--- src/rtl/pipe_bpred.sv ---
// IF-stage branch predictor: direct-mapped BTB with saturating direction counters,
// combinational lookup on pc, synchronous update from ID, and saturating perf counters.
module pipe_bpred #(
   parameter int unsigned ADDR_W  = 32,
   parameter int unsigned ENTRIES = 16,
   parameter int unsigned CTR_W   = 2,
   parameter int unsigned PERF_W  = 16
) (
   input  logic              clock,
   input  logic              reset,
   input  logic [ADDR_W-1:0] pc,
   output logic              pred_hit,
   output logic              pred_taken,
   output logic [ADDR_W-1:0] pred_target,
   input  logic              upd_en,
   input  logic [ADDR_W-1:0] upd_pc,
   input  logic              upd_taken,
   input  logic [ADDR_W-1:0] upd_target,
   input  logic              upd_mispred,
   input  logic              inv_all,
   output logic [PERF_W-1:0] update_cnt,
   output logic [PERF_W-1:0] mispred_cnt
);

   localparam int unsigned IDX_W = $clog2(ENTRIES);
   localparam int unsigned TAG_W = ADDR_W - IDX_W - 2;

   localparam logic [CTR_W-1:0]  CTR_MAX  = {CTR_W{1'b1}};
   localparam logic [CTR_W-1:0]  CTR_WNT  = CTR_MAX >> 1;
   localparam logic [CTR_W-1:0]  CTR_WT   = CTR_W'(1) << (CTR_W - 1);
   localparam logic [PERF_W-1:0] PERF_MAX = {PERF_W{1'b1}};

   logic [ENTRIES-1:0] valid_q, valid_d;
   logic [TAG_W-1:0]   tag_q [ENTRIES];
   logic [TAG_W-1:0]   tag_d [ENTRIES];
   logic [ADDR_W-1:0]  tgt_q [ENTRIES];
   logic [ADDR_W-1:0]  tgt_d [ENTRIES];
   logic [CTR_W-1:0]   ctr_q [ENTRIES];
   logic [CTR_W-1:0]   ctr_d [ENTRIES];
   logic [PERF_W-1:0]  update_cnt_q, update_cnt_d;
   logic [PERF_W-1:0]  mispred_cnt_q, mispred_cnt_d;

   logic [IDX_W-1:0] rd_idx, wr_idx;
   logic [TAG_W-1:0] rd_tag, wr_tag;
   logic             wr_hit;
   logic [3:0]       unused_bits;

   assign unused_bits = {pc[1:0], upd_pc[1:0]};

   assign rd_idx = pc[IDX_W+1:2];
   assign rd_tag = pc[ADDR_W-1:IDX_W+2];
   assign wr_idx = upd_pc[IDX_W+1:2];
   assign wr_tag = upd_pc[ADDR_W-1:IDX_W+2];
   assign wr_hit = valid_q[wr_idx] && (tag_q[wr_idx] == wr_tag);

   // Lookup sees pre-update contents; no bypass from the update port.
   always_comb begin
      pred_hit    = valid_q[rd_idx] && (tag_q[rd_idx] == rd_tag);
      pred_taken  = pred_hit && ctr_q[rd_idx][CTR_W-1];
      pred_target = pred_taken ? tgt_q[rd_idx] : pc + ADDR_W'(4);
   end

   assign update_cnt  = update_cnt_q;
   assign mispred_cnt = mispred_cnt_q;

   always_comb begin
      valid_d       = valid_q;
      tag_d         = tag_q;
      tgt_d         = tgt_q;
      ctr_d         = ctr_q;
      update_cnt_d  = update_cnt_q;
      mispred_cnt_d = mispred_cnt_q;

      if (upd_en) begin
         if (wr_hit) begin
            if (upd_taken) begin
               if (ctr_q[wr_idx] != CTR_MAX) ctr_d[wr_idx] = ctr_q[wr_idx] + CTR_W'(1);
               tgt_d[wr_idx] = upd_target;
            end else if (ctr_q[wr_idx] != '0) begin
               ctr_d[wr_idx] = ctr_q[wr_idx] - CTR_W'(1);
            end
         end else if (upd_taken) begin
            valid_d[wr_idx] = 1'b1;
            tag_d[wr_idx]   = wr_tag;
            tgt_d[wr_idx]   = upd_target;
            ctr_d[wr_idx]   = CTR_WT;
         end

         if (update_cnt_q != PERF_MAX) update_cnt_d = update_cnt_q + PERF_W'(1);
         if (upd_mispred && (mispred_cnt_q != PERF_MAX))
            mispred_cnt_d = mispred_cnt_q + PERF_W'(1);
      end

      // Invalidate wins over a same-cycle allocation.
      if (inv_all) valid_d = '0;
   end

   always_ff @(posedge clock) begin
      if (reset) begin
         valid_q       <= '0;
         update_cnt_q  <= '0;
         mispred_cnt_q <= '0;
         for (int i = 0; i < int'(ENTRIES); i++) ctr_q[i] <= CTR_WNT;
      end else begin
         valid_q       <= valid_d;
         update_cnt_q  <= update_cnt_d;
         mispred_cnt_q <= mispred_cnt_d;
         ctr_q         <= ctr_d;
      end
   end

   // Tags and targets need no reset: they are only observed through a valid bit.
   always_ff @(posedge clock) begin
      tag_q <= tag_d;
      tgt_q <= tgt_d;
   end

endmodule

--- config.mk ---
export PLATFORM = sky130hd
export DESIGN_NAME = pipe_bpred
export DESIGN_NICKNAME = d
export VERILOG_FILES = /design/src/rtl/pipe_bpred.sv
export SDC_FILE = /design/constraint.sdc
export NUM_CORES = 1
export LEC_CHECK = 0
export CORE_AREA = 3 3 269 324
export DETAILED_ROUTE_END_ITERATION = 10
export DIE_AREA = 0 0 272 327
export HOLD_SLACK_MARGIN = 0.03
export PLACE_DENSITY_LB_ADDON = 0.25
export SYNTH_ARGS = -nofsm -noshare
export SYNTH_HDL_FRONTEND = slang
export SYNTH_SLANG_ARGS = --single-unit
--- constraint.sdc ---
create_clock -name clock -period 10.8 [get_ports clock]
set_input_delay 3.24 -clock clock [delete_from_list [all_inputs] [get_ports clock]]
set_output_delay 3.24 -clock clock [all_outputs]
set_load 0.03 [all_outputs]
==> results.py <==
metrics = {
    "clock_network": {
        "cts_root_buf": "clkbuf_16",
        "hold_buffers": 0,
        "clk_path_buf_depth": 3,
        "post_cts_buffers": 0,
        "path_clk_slew_ns": 0.06,
        "cts_resized": 0,
        "cts_sinks": 1008,
        "cts_tree": "done",
        "htreeDepth": 3,
        "cts-buffers-inserted": 98,
        "clock_latency_ns": 0.67,
    },
    "pwr": {
        "p_per_area_mw_per_mm2": 165,
        "ir_drop_uv": 127,
        "p_comb_share_pct": 7.6,
        "swShare_pct": 21.7,
        "seq_power_share_pct": 51.4,
        "power_mw": 8.41,
        "switchingPower_mw": 1.82,
        "p_clk_share_pct": 41.0,
        "p_int_mw": 6.58,
        "power.leakage_nw": 16.5,
    },
    "synthesis": {
        "ys_async_sr_fraction_pct": 0,
        "netlist_top_cells_area": "edfxtp_1 (63%), mux4_2 (17%), dfxtp_1 (3.6%)",
        "synth_edf_count": 928,
        "syn_inst": 2323,
        "syn_area_per_cell_um2": 19.1,
        "ys.flop_type": "edfxtp_1",
        "synthDistinctLibCells": 68,
        "synth_top_area_share_pct": 62.7,
        "synth_top_area_cell": "edfxtp_1",
        "synth_seq_cells": 1008,
        "ys_seq_area_share_pct": 66.3,
        "synth_fp_nets": 2430,
        "yosysWarningCount": 0,
        "syn-cell-area_mm2": 0.0444,
    },
    "sta": {
        "slew_viol_final": 0,
        "fin_crit_sh_pct": 97.2,
        "skew_ns": 0.0251,
        "maxSlewHeadroom_pct": 18.4,
        "max_freq_ghz": 0.0953,
        "setup_viol": 0,
        "fin_tns_setup_ns": 0,
        "whs_ns": 0.490,
        "rsz0062_at_grt": "false",
        "tightest_slew_ns": 1.22,
        "final_hold_viol_count": 0,
        "min_period_ns": 10.50,
        "fin_ws_ns": 0.305,
    },
    "cells_and_area": {
        "fin_nets": 2643,
        "final_cell_mix": "edfxtp_1 (928), mux4_2 (342), clkdlybuf4s50_1 (137)",
        "final_area_mm2": 0.0509,
        "drive_above_1_share_pct": 25.8,
        "syn_to_final_growth_pct": 14.7,
        "final_common_cell": "edfxtp_1",
    },
    "route": {
        "wl_per_cell_um": 30.4,
        "drcViolationCount": 0,
        "drt_first_pass_iters": 5,
        "wl_um": 114000,
        "drt-initial-drc-count": 2636,
        "vias": 24200,
        "avgViaCountPerCell": 6.46,
        "postRouteAntennaNets": 0,
    },
    "placement": {
        "place_ws_ns": 0.315,
        "placed_cell_area_mm2": 0.0477,
        "numPortBuffers": 165,
        "gp_congestion": 0.838,
        "hpwl_um": 66600,
    },
    "critical_path": {
        "required_ns": 7.56,
        "crit_type": "in2out",
        "r2r_setup_slack_ns": 6.01,
        "path_max_fanout": 30,
        "start_kind": "primary input",
        "r2r-start": "tag_q[67]",
        "crit_path_end_kind": "primary output",
        "timing.rr.end": "ctr_q[29]",
        "cp_data_arrival_time_ns": 7.26,
        "reg2regPathDepth": 9,
        "crit_path_end": "pred_target[0]",
        "startpoint": "pc[2]",
    },
    "hold_path": {
        "hold_path_class": "reg2reg",
        "worstHoldPathCells": 1,
        "min_from": "valid_q[2]",
    },
    "die": {
        "initial_core_util_pct": 52.6,
        "die_area_mm2": 0.0889,
        "die_width_um": 272,
        "io_pins": 168,
        "rows": 117,
        "coreArea_mm2": 0.0845,
        "die_h_um": 327,
    },
    "global_route": {
        "antenna_found_initial": 8,
        "grt_use_total_pct": 25.6,
        "grt_max_degree": 132,
        "gr-total-overflow": 0,
        "grt_pass1_vias": 24900,
        "grt_pass1_wl_um": 166000,
    },
    "run": {
        "maxCapViolCount": 0,
    },
    "outcome": {
        "status": "completed",
    },
}
==> cell usage after synthesis (all sizes together) (3+ instances only) <==
cell type	count
a2111oi	3
a211oi	18
a21boi	16
a21oi	36
a221o	16
a221oi	9
a22o	10
a22oi	18
a31oi	3
and2	4
and3	6
and4	11
buf	91
clkbuf	49
dfxtp	80
dlygate4sd1	4
edfxtp	928
ha	5
inv	44
mux2	38
mux2i	128
mux4	363
nand2	72
nand2b	7
nand3	25
nand4	16
nor2	72
nor2b	23
nor3	28
nor4	9
o211ai	5
o21a	16
o21ai	17
o32ai	14
or3	10
xnor2	60
xor2	47
==> critical path, stage by stage <==
cell and delay (ns):
buf_8 0.14, buf_12 0.27, buf_4 0.29, mux4_1 0.55, nor2b_1 0.14, a211oi_1 0.21
a21oi_1 0.09, xor2_1 0.20, nor4_1 0.26, nand4_1 0.20, nor4_4 0.34, buf_12 0.30
mux2_2 0.38, clkdlybuf4s50_1 0.59
==> metal layers <==
metal  share of wire (%)  routed length (um)  track usage, %  vias to the layer above
met1                  38               43600            33.9                    12800
met2                  51               58400            43.6                     1113
li1                    -                   -               -                    10100
met5               0.043                  49               0                        -
met3                 7.6                8690            4.72                      187
met4                 2.8                3160            8.06                        6
==> how the worst min path moves through the flow <==
stage	to	slack, ns
6_report	valid_q[2]	0.49
3_5_place_dp	valid_q[2]	0.48
2_1_floorplan	valid_q[10]	0.45
3_3_place_gp	valid_q[5]	0.46
4_1_cts	valid_q[2]	0.49
5_1_grt	valid_q[2]	0.50
==> registers in the layout, indices dropped and copies added, names as in the netlist <==
register / flops
ctr_q: 32
mispred_cnt: 16
tag_q: 416
tgt_q: 512
update_cnt: 16
valid_q: 16
==> cells by family (layout without fill, tap and decap cells) <==
group / after synthesis / in the layout / share of synthesized area [%]
DFF: 1008 / 1008 / 66.3
AOI/OAI and AO/OA: 197 / 197 / 3.26
other: 0 / 7 / 0
muxes: 529 / 529 / 22.7
and+or+nand+nor: 289 / 289 / 3.27
buffers and inverters: 188 / 477 / 2.22
adders and majority gates: 5 / 5 / 0.141
xor gates and xnor gates: 107 / 107 / 2.11
==> final cells by class <==
| type | count | area (um^2) |
|---|---|---|
| Timing Repair Buffer | 257 | 2530 |
| Sequential cell | 1008 | 29500 |
| Inverter | 44 | 165 |
| Multi-Input combinational cell | 1127 | 14100 |
| Fill cell | 6009 | 33500 |
| Tap cell | 1130 | 1410 |
| Antenna cell | 7 | 17.5 |
| Clock inverter | 65 | 714 |
| Clock buffer | 111 | 2520 |
==> per-stage QoR <==
step | cells | util (%)
6_report | 3749 | 60.3
2_1_floorplan | 2323 | -
3_3_place_gp | 3566 | 56.4
3_5_place_dp | 3566 | 56.4
4_1_cts | 3742 | 60.3
5_1_grt | 3744 | 60.3
==> power by group through the flow <==
stage / Combinational [mW] / Clock [mW] / Sequential (mW)
floorplan: 0.387 / 0 / 4.40
global placement: 0.626 / 0 / 4.40
detailed placement: 0.637 / 0 / 4.41
CTS: 0.639 / 3.49 / 4.32
global route: 0.673 / 3.66 / 4.32
finish: 0.636 / 3.45 / 4.32
No activity file was read; power rests on OpenSTA's default activity.
